## config.mk

```make
export PLATFORM = sky130hd
export DESIGN_NAME = fetch_unit
export DESIGN_NICKNAME = d
export VERILOG_FILES = /design/src/rtl/fetch_pkg.sv /design/src/rtl/fetch_queue.sv /design/src/rtl/fetch_unit.sv
export SDC_FILE = /design/constraint.sdc
export NUM_CORES = 1
export LEC_CHECK = 0
export CAP_MARGIN = 20
export CELL_PAD_IN_SITES_DETAIL_PLACEMENT = 0
export CELL_PAD_IN_SITES_GLOBAL_PLACEMENT = 1
export CORE_MARGIN = 4
export CORE_UTILIZATION = 35
export DETAILED_ROUTE_END_ITERATION = 8
export GPL_ROUTABILITY_DRIVEN = 0
export PLACE_DENSITY = 0.69
export SYNTH_ARGS = -nofsm -noshare
export SYNTH_HDL_FRONTEND = slang
export SYNTH_SLANG_ARGS = --single-unit
export TNS_END_PERCENT = 20
```

## constraint.sdc

```tcl
create_clock -name clk -period 13.85 [get_ports clk]
set_clock_uncertainty 0.05 [all_clocks]
set_input_delay 1.385 -clock clk [delete_from_list [all_inputs] [get_ports clk]]
set_output_delay 1.385 -clock clk [all_outputs]
set_load 0.005 [all_outputs]
```

## src/rtl/fetch_pkg.sv

```systemverilog
// fetch_pkg: shared definitions for the instruction fetch stage.
//   fetch_state_e : fetch FSM states (REQ / WAIT / FLUSH / HALT)
//   XLEN, PC_STEP : datapath width and sequential PC increment
//   fetch_entry_t : instruction queue entry {pc, inst}
package fetch_pkg;

  localparam int XLEN = 32;
  localparam logic [XLEN-1:0] PC_STEP = 32'd4;

  typedef enum logic [1:0] {
    ST_REQ   = 2'd0,  // no request outstanding, may issue
    ST_WAIT  = 2'd1,  // one live request outstanding
    ST_FLUSH = 2'd2,  // one stale request outstanding, response dropped
    ST_HALT  = 2'd3   // misaligned redirect trap (FETCH_MISALIGN_TRAP_EN only)
  } fetch_state_e;

  typedef struct packed {
    logic [XLEN-1:0] pc;
    logic [XLEN-1:0] inst;
  } fetch_entry_t;

endpackage

```

## src/rtl/fetch_queue.sv

```systemverilog
// fetch_queue: DEPTH-entry synchronous FIFO of fetched instructions.
//   clk_i, rst_ni   : clock, asynchronous active-low reset
//   push_i          : write push_data_i (never issued when full)
//   pop_i           : drop head entry (ignored when empty)
//   clear_i         : empty the queue; dominates push and pop
//   head_o, valid_o : oldest entry and its valid flag (from registers)
//   full_o          : DEPTH entries held
module fetch_queue
  import fetch_pkg::*;
#(
  parameter int DEPTH = 2
) (
  input  logic         clk_i,
  input  logic         rst_ni,
  input  logic         push_i,
  input  fetch_entry_t push_data_i,
  input  logic         pop_i,
  input  logic         clear_i,
  output fetch_entry_t head_o,
  output logic         valid_o,
  output logic         full_o
);

  localparam int PW = (DEPTH > 1) ? $clog2(DEPTH) : 1;
  localparam int CW = $clog2(DEPTH) + 1;
  localparam logic [CW-1:0] FULL_CNT = CW'(DEPTH);

  fetch_entry_t  mem_q [DEPTH];
  logic [PW-1:0] wr_ptr_q, rd_ptr_q;
  logic [CW-1:0] count_q;
  logic          do_push, do_pop;

  assign do_push = push_i & ~clear_i;
  assign do_pop  = pop_i & ~clear_i & (count_q != '0);

  // DEPTH is a power of two, so the pointers wrap by overflow.
  always_ff @(posedge clk_i or negedge rst_ni) begin
    if (!rst_ni) begin
      wr_ptr_q <= '0;
      rd_ptr_q <= '0;
      count_q  <= '0;
    end else if (clear_i) begin
      wr_ptr_q <= '0;
      rd_ptr_q <= '0;
      count_q  <= '0;
    end else begin
      if (do_push) wr_ptr_q <= wr_ptr_q + PW'(1);
      if (do_pop)  rd_ptr_q <= rd_ptr_q + PW'(1);
      count_q <= count_q + CW'(do_push) - CW'(do_pop);
    end
  end

  always_ff @(posedge clk_i) begin
    if (do_push) mem_q[wr_ptr_q] <= push_data_i;
  end

  assign head_o  = mem_q[rd_ptr_q];
  assign valid_o = (count_q != '0);
  assign full_o  = (count_q == FULL_CNT);

endmodule

```

## src/rtl/fetch_unit.sv

```systemverilog
// fetch_unit: instruction fetch stage feeding the decoder.
// Optional feature macro: FETCH_MISALIGN_TRAP_EN (misaligned redirect trap,
// adds the misalign port and the HALT state).
//   clk, rst_n                     : clock, asynchronous active-low reset
//   imem_req_valid/ready/addr      : instruction-memory read request
//   imem_rsp_valid/data            : in-order read response, no backpressure
//   redirect_valid/pc              : one-cycle PC redirect from branch resolution
//   op_value, inst_pc, inst_valid,
//   inst_ready                     : instruction + PC to the decoder
//   misalign                       : sticky misaligned-redirect flag (macro only)
//   dbg_state                      : current FSM state, for observation
// Handshakes: a transfer happens in a cycle where valid and ready are both 1;
// once raised, valid and its payload hold until the transfer, except that a
// redirect may withdraw or retarget them.
module fetch_unit
  import fetch_pkg::*;
#(
  parameter logic [XLEN-1:0] RESET_PC = 32'h0000_0000,
  parameter int              QDEPTH   = 2
) (
  input  logic            clk,
  input  logic            rst_n,
  output logic            imem_req_valid,
  input  logic            imem_req_ready,
  output logic [XLEN-1:0] imem_req_addr,
  input  logic            imem_rsp_valid,
  input  logic [XLEN-1:0] imem_rsp_data,
  input  logic            redirect_valid,
  input  logic [XLEN-1:0] redirect_pc,
  output logic [XLEN-1:0] op_value,
  output logic [XLEN-1:0] inst_pc,
  output logic            inst_valid,
  input  logic            inst_ready,
`ifdef FETCH_MISALIGN_TRAP_EN
  output logic            misalign,
`endif
  output fetch_state_e    dbg_state
);

  fetch_state_e    state_q, state_d;
  logic [XLEN-1:0] pc_q, pc_d;
  logic            active_q;
  logic            accept, push, clear, outstanding;
  logic            q_full, q_valid;
  fetch_entry_t    q_head, q_push_data;
`ifdef FETCH_MISALIGN_TRAP_EN
  logic            misalign_q, misalign_d;
  logic            stale_q, stale_d;  // stale request pending while in HALT
`endif

  // Keeps the request line low in the reset cycle; rises one cycle after release.
  always_ff @(posedge clk or negedge rst_n) begin
    if (!rst_n) active_q <= 1'b0;
    else        active_q <= 1'b1;
  end

  // In REQ nothing is outstanding, so a free slot now stays free for the response.
  assign imem_req_valid = active_q & (state_q == ST_REQ) & ~q_full;
  assign imem_req_addr  = pc_q;
  assign accept         = imem_req_valid & imem_req_ready;

  // pc_q advanced on accept and is untouched in WAIT (a redirect suppresses
  // the push), so the outstanding request's PC is pc_q - PC_STEP.
  assign q_push_data = '{pc: pc_q - PC_STEP, inst: imem_rsp_data};

  always_comb begin
    state_d     = state_q;
    pc_d        = pc_q;
    push        = 1'b0;
    clear       = 1'b0;
    outstanding = 1'b0;
`ifdef FETCH_MISALIGN_TRAP_EN
    misalign_d  = misalign_q;
    stale_d     = stale_q;
`endif
    unique case (state_q)
      ST_REQ: begin
        if (accept) begin
          pc_d    = pc_q + PC_STEP;
          state_d = ST_WAIT;
        end
      end
      ST_WAIT: begin
        if (imem_rsp_valid) begin
          push    = 1'b1;
          state_d = ST_REQ;
        end
      end
      ST_FLUSH: begin
        if (imem_rsp_valid) state_d = ST_REQ;
      end
      ST_HALT: begin
`ifdef FETCH_MISALIGN_TRAP_EN
        if (imem_rsp_valid) stale_d = 1'b0;
`else
        state_d = ST_REQ;
`endif
      end
    endcase

    if (redirect_valid) begin
      clear = 1'b1;
      push  = 1'b0;
      // Low bits are dropped: fetch addresses are always word aligned.
      pc_d  = {redirect_pc[XLEN-1:2], redirect_pc[1:0] & 2'b00};
      // Will a request still be in flight after this cycle?
      unique case (state_q)
        ST_REQ:             outstanding = accept;
        ST_WAIT, ST_FLUSH:  outstanding = ~imem_rsp_valid;
`ifdef FETCH_MISALIGN_TRAP_EN
        ST_HALT:            outstanding = stale_q & ~imem_rsp_valid;
`else
        ST_HALT:            outstanding = 1'b0;
`endif
      endcase
      // A redirect in FLUSH that coincides with the stale response has
      // nothing left to wait for, hence REQ rather than FLUSH.
      state_d = outstanding ? ST_FLUSH : ST_REQ;
`ifdef FETCH_MISALIGN_TRAP_EN
      misalign_d = |redirect_pc[1:0];
      stale_d    = outstanding;
      if (|redirect_pc[1:0]) state_d = ST_HALT;
`endif
    end
  end

  always_ff @(posedge clk or negedge rst_n) begin
    if (!rst_n) begin
      state_q <= ST_REQ;
      pc_q    <= RESET_PC;
    end else begin
      state_q <= state_d;
      pc_q    <= pc_d;
    end
  end

`ifdef FETCH_MISALIGN_TRAP_EN
  always_ff @(posedge clk or negedge rst_n) begin
    if (!rst_n) begin
      misalign_q <= 1'b0;
      stale_q    <= 1'b0;
    end else begin
      misalign_q <= misalign_d;
      stale_q    <= stale_d;
    end
  end
  assign misalign = misalign_q;
`endif

  fetch_queue #(.DEPTH(QDEPTH)) u_queue (
    .clk_i       (clk),
    .rst_ni      (rst_n),
    .push_i      (push),
    .push_data_i (q_push_data),
    .pop_i       (inst_valid & inst_ready),
    .clear_i     (clear),
    .head_o      (q_head),
    .valid_o     (q_valid),
    .full_o      (q_full)
  );

  assign inst_valid = q_valid;
  assign op_value   = q_valid ? q_head.inst : '0;
  assign inst_pc    = q_valid ? q_head.pc   : '0;
  assign dbg_state  = state_q;

endmodule

```

### Word level (Yosys, flattened, before mapping)

Memories as Yosys holds them, arrays and structs flattened.
Index checks and enable logic that the tools add are counted.
W data, S select, Z words.

* flip-flop bits (word level): 39
* memories: 1
* bits of input ports: 70
* word-level logic and storage cells: 61
* output and inout bits: 100
* memory bits (writable): 128

* reduce and logical (&&, ||, !) cells: 9
* muxes and demuxes: 23
* equal/unequal tests: 6
* bitwise gates (word level): 10
* $add $sub $neg: 6

Memories
* u_queue.mem_q: words 2, bits a word 64, rd ports 1, clocked after Yosys merged registers in 0, wr ports 1, line fetch_queue.sv:28 `fetch_entry_t mem_q [DEPTH];`

Operator list (number)
* $mux W32: 5
* $add A32 B3 Y32 const B: 1
* $sub A32 B3 Y32 const B: 1
* $mux W1: 11
* $mux W2: 5
* $reduce_bool A2 Y1: 5
* $and A1 B1 Y1: 7
* $eq A2 B2 Y1 const B: 3
* $pmux W2 S3: 1
* $reduce_and A2 Y1: 2
* $ne A3 B1 Y1 const B: 1
* $ne A3 B3 Y1 const B: 1
* $not A1 Y1: 3
* $pmux W1 S3: 1
* $add A1 B1 Y1 const B: 2
* $add A2 B1 Y2: 1
* $eq A2 B1 Y1 const B: 1
* $logic_not A2 Y1: 1
* $reduce_or A2 Y1: 1
* $sub A2 B1 Y2: 1

### Logic depth before layout (Yosys ltp)

* depth in word-level cells: 8
* gate-level depth with buffers: 10
* gate-level depth less buffers: 10

### Cells and area by module

From an unflattened synthesis, not the netlist that was laid out.

* cells, all modules: 627
* area total of the unflattened synthesis: 8007.7 µm²

By module, submodules not included
* fetch_queue: area an instance 4860.9 µm², seq. area each 3943.8 µm², cells each 222, instances 1
* fetch_unit: area an instance 3146.8 µm², seq. area each 825.8 µm², cells each 405, instances 1

### Least setup slack after synthesis

No wires, ideal clock.

* path type: in2reg
* start: in redirect_valid
* end: mem u_queue.mem_q[0][0] (netlist name) (enable)
* buffers on the path: 3
* stages: 4
* library setup time: 0.559 ns
* data required time: 13.241 ns
* path slack: 6.988 ns
* arrival time: 6.254 ns
* cells stage by stage: clkbuf_1 > buf_1 > clkbuf_1 > nor3_1

* word-level cells in the longest chain between the ends: 5

Ends and longest elaborated chain
* start, declared: line fetch_unit.sv:28 `input logic redirect_valid,`
* $mux W1: line fetch_unit.sv:101 `if (redirect_valid) begin`
* $not A1 Y1: line fetch_queue.sv:33 `assign do_push = push_i & ~clear_i;`
* $and A1 B1 Y1 (*): line fetch_queue.sv:33
* $mux W1 (*): line fetch_queue.sv:54 `if (do_push) mem_q[wr_ptr_q] <= push_data_i;`
* $mux W1 (implied by the code) (*): line fetch_queue.sv:54
* end, declared: line fetch_queue.sv:28

Every way passes the cells marked *; elsewhere a longest branch is shown, timed or not.

### Worst setup path in the final report

* start: reg u_queue.count_q[0]
* end: out inst_pc[22]

* word-level cells in the longest chain between the ends: 2

Ends and longest elaborated chain
* start, declared: line fetch_queue.sv:30 `logic [CW-1:0] count_q;`
* start signal, assigned: line fetch_queue.sv:49 `count_q <= count_q + CW'(do_push) - CW'(do_pop);`
* $reduce_bool A2 Y1: line fetch_queue.sv:58 `assign valid_o = (count_q != '0);`
* $mux W32: line fetch_unit.sv:164 `assign inst_pc = q_valid ? q_head.pc : '0;`
* end, declared: line fetch_unit.sv:31 `output logic [XLEN-1:0] inst_pc,`

Every way passes these cells.

==> impl_metrics.csv <==
group,metric,value,unit
global_routing,grtUsageTotal,15.8,%
sta,fin_crit_sh,26.4,%
clock_tree,cts_made_buffers,17,
sta,tns,0,ns
logic_synthesis,yosysUniqueCellTypes,50,
global_routing,grt_overflow,0,
sta,drv_slew,0,
detailed_routing,viasPerCell,5.11,
clock_tree,clk_path_buf_depth,2,
place,place_inst,1049,
clock_tree,cts.clk_slew.worst_paths,0.06,ns
logic_synthesis,synthCells,644,
pwr,power.switching,374,uW
logic_synthesis,synth_area,7730,um^2
pwr,peakVddDrop,0.0817,mV
floorplan,num_rows,54,
logic_synthesis,avgSynthCellArea,12.0,um^2
finish,instances_no_fill,1082,
setup_path,crit_end,"inst_pc[22]",
setup_path,start_kind,"flip-flop",
clock_tree,clk-insertion-delay-late,0.42,ns
setup_path,r2r-end,"imem_req_addr[25]$_DFFE_PN0P_",
sta,hold_violations,0,
detailed_routing,vias,5530,
clock_tree,cts_tree,"built",
floorplan,die_y,157,um
clock_tree,postCtsSetupBuffers,0,
logic_synthesis,async_flop_share,23.0,%
pwr,p_seq_share,44.0,%
setup_path,worstReg2RegStart,"imem_req_addr[6]$_DFFE_PN0P_",
floorplan,die_w,157,um
hold_path,worstHoldPathType,"reg -> reg",
setup_path,crit_type,"reg -> out",
clock_tree,root_buffer,"clkbuf_16",
finish,syn_to_final_growth,31.4,%
pwr,leakage,3.44,nW
logic_synthesis,synth_seq_cells,161,
detailed_routing,first_pass_iters,5,
pwr,powerDensity,134,nW/um^2
floorplan,io_pins,170,
detailed_routing,drtAntennaViolNets,0,
place,port_buffers,163,
pwr,combPwrFrac,21.7,%
sta,rsz0062_at_grt,"no",
sta,fmax,273,MHz
place,dpl_cell_area,9550,um^2
place,dp_hpwl,12800,um
setup_path,endpoint_kind,"output pin",
clock_tree,clock-sinks,161,
finish,drive_above_1_share,7.48,%
pwr,clkPwrFrac,34.3,%
finish,fin_area,10200,um^2
sta,setup_viol,0,
setup_path,arrival,2.23,ns
global_routing,grt_pass1_wl,30300,um
floorplan,initial_core_util,35.5,%
logic_synthesis,synth_edf_count,124,
clock_tree,holdBufCountCts,0,
global_routing,grt_pass1_vias,5722,
logic_synthesis,ys_warn_count,0,
setup_path,cp-startpoint,"u_queue.count_q[0]$_DFF_PN0_",
sta,slew_headroom,39.0,%
status,outcome,"finished, final reports clean",
global_routing,grt_max_degree,68,
setup_path,crit_required,12.41,ns
sta,max_slew.worst_pin.slew,0.916,ns
pwr,power.internal,985,uW
logic_synthesis,synth_seq_area_share,60.2,%
finish,nets,866,
logic_synthesis,synthFlopType,"edfxtp_1",
detailed_routing,dr.first_iter.drc_count,318,
flow_run,maxCapViolCount,0,
setup_path,ff2ff_path_depth,4,
clock_tree,cts_resized,0,
clock_tree,htreeDepth,4,
detailed_routing,wirelength,19400,um
pwr,swShare,27.5,%
sta,finalCriticalPeriod,3.66,ns
floorplan,dieArea,24500,um^2
detailed_routing,drc_errors,0,
finish,num_antenna_cells,0,
floorplan,core_area,21800,um^2
detailed_routing,wire_per_inst,18.0,um
setup_path,ff2ff_setup_slack,11.30,ns
global_routing,grt_antenna_before_repair,0,
setup_path,crit_fanout,62,
-- flip-flops by register name (all words and copies together) (netlist names) --
name	cells
u_queue.mem_q	124
imem_req_addr	30
active_q	1
u_queue.wr_ptr_q	1
dbg_state	2
u_queue.rd_ptr_q	1
u_queue.count_q	2
-- worst min-delay path by stage --
stage	from	endpoint	slack (ns)	cells past startpoint
2_1_floorplan	u_queue.wr_ptr_q$_DFFE_PN0P_	u_queue.wr_ptr_q$_DFFE_PN0P_	0.47	2
3_5_place_dp	u_queue.wr_ptr_q$_DFFE_PN0P_	u_queue.wr_ptr_q$_DFFE_PN0P_	0.53	2
3_3_place_gp	u_queue.wr_ptr_q$_DFFE_PN0P_	u_queue.wr_ptr_q$_DFFE_PN0P_	0.51	2
5_1_grt	dbg_state[1]$_DFFE_PN0P_	dbg_state[1]$_DFFE_PN0P_	0.58	2
4_1_cts	dbg_state[1]$_DFFE_PN0P_	dbg_state[1]$_DFFE_PN0P_	0.55	2
6_report	u_queue.wr_ptr_q$_DFFE_PN0P_	u_queue.wr_ptr_q$_DFFE_PN0P_	0.54	2
-- through the flow --
step | hold slack (ns) | setup slack, ns | utilization (%) | power, mW
final | 0.545 | 10.19 | 46.7 | 1.36
after global routing | 0.583 | 10.01 | 46.7 | 1.43
after CTS | 0.552 | 9.77 | 46.6 | 1.38
after detailed placement | 0.535 | 10.24 | 43.9 | 0.907
after global placement | 0.506 | 10.26 | 43.8 | 0.898
after floorplan | 0.469 | 6.99 | - | 0.750
-- Yosys cell counts, drive strengths merged, types with 11 or more instances --
| master | instances | share of area (%) |
|---|---|---|
| xor2 | 20 | 2.3 |
| nand2 | 32 | 1.6 |
| mux2i | 64 | 8.3 |
| inv | 17 | 0.83 |
| nor2 | 92 | 4.5 |
| nor4 | 15 | 1.8 |
| dfrtp | 37 | 12 |
| nor3 | 19 | 1.3 |
| edfxtp | 124 | 48 |
| clkbuf | 29 | 1.4 |
| buf | 20 | 1.7 |
| nand3 | 24 | 1.6 |
| nand4 | 20 | 1.6 |
| o21ai | 13 | 0.84 |
| o31ai | 11 | 1.1 |
| xnor2 | 17 | 1.9 |
-- kinds of logic after synthesis --
group / count (synthesis) / synth area share (%)
AOI/OAI and AO/OA: 56 / 5.07
buffers and inverters: 66 / 3.98
and+or+nand+nor: 250 / 16.9
adders and majority gates: 7 / 1.13
DFF: 161 / 60.2
other: 2 / 0.0972
muxes: 65 / 8.44
xor gates and xnor gates: 37 / 4.19
-- metal layers --
layer	GRT usage, %	vias up	part of all wire, %
li1	-	2651	-
met1	19.4	2687	43
met2	27.6	173	50
met3	3.76	19	5.6
met4	5.21	0	1.7
met5	0	-	0
-- critical path, cell delays in order, from the launching register on --
cell	delay, ns
dfrtp_1	0.43
nor2_4	0.13
buf_4	0.57
nor2_1	0.16
clkdlybuf4s50_1	0.49
-- power groups by stage --
stage	combinational (mW)	clock, mW	sequential, mW
after global routing	0.325	0.500	0.603
after global placement	0.280	0	0.618
final	0.295	0.466	0.598
after floorplan	0.159	0	0.591
after detailed placement	0.287	0	0.620
after CTS	0.288	0.479	0.610
-- final cells by class --
type | count | area (um^2)
clock inverters | 14 | 154
flip-flops and latches | 161 | 4650
fillers | 1986 | 11600
inverters | 17 | 63.8
multi-input cells | 420 | 2790
repair buffers | 172 | 1710
well taps | 280 | 350
clock buffers | 18 | 429
-- layout by cell type, fill, tap and decap left out, types with 13 or more instances in the layout --
cell and count:
xnor2_1 17, clkbuf_16 17, nand2_1 32, nand4_1 20
mux2i_1 64, xor2_1 20, nor3_1 17, inv_1 17
clkdlybuf4s50_1 161, o21ai_0 13, nor2_1 91, dfrtp_1 36
edfxtp_1 124, nand3_1 24
Note: power is estimated with default switching activity, not from simulation.
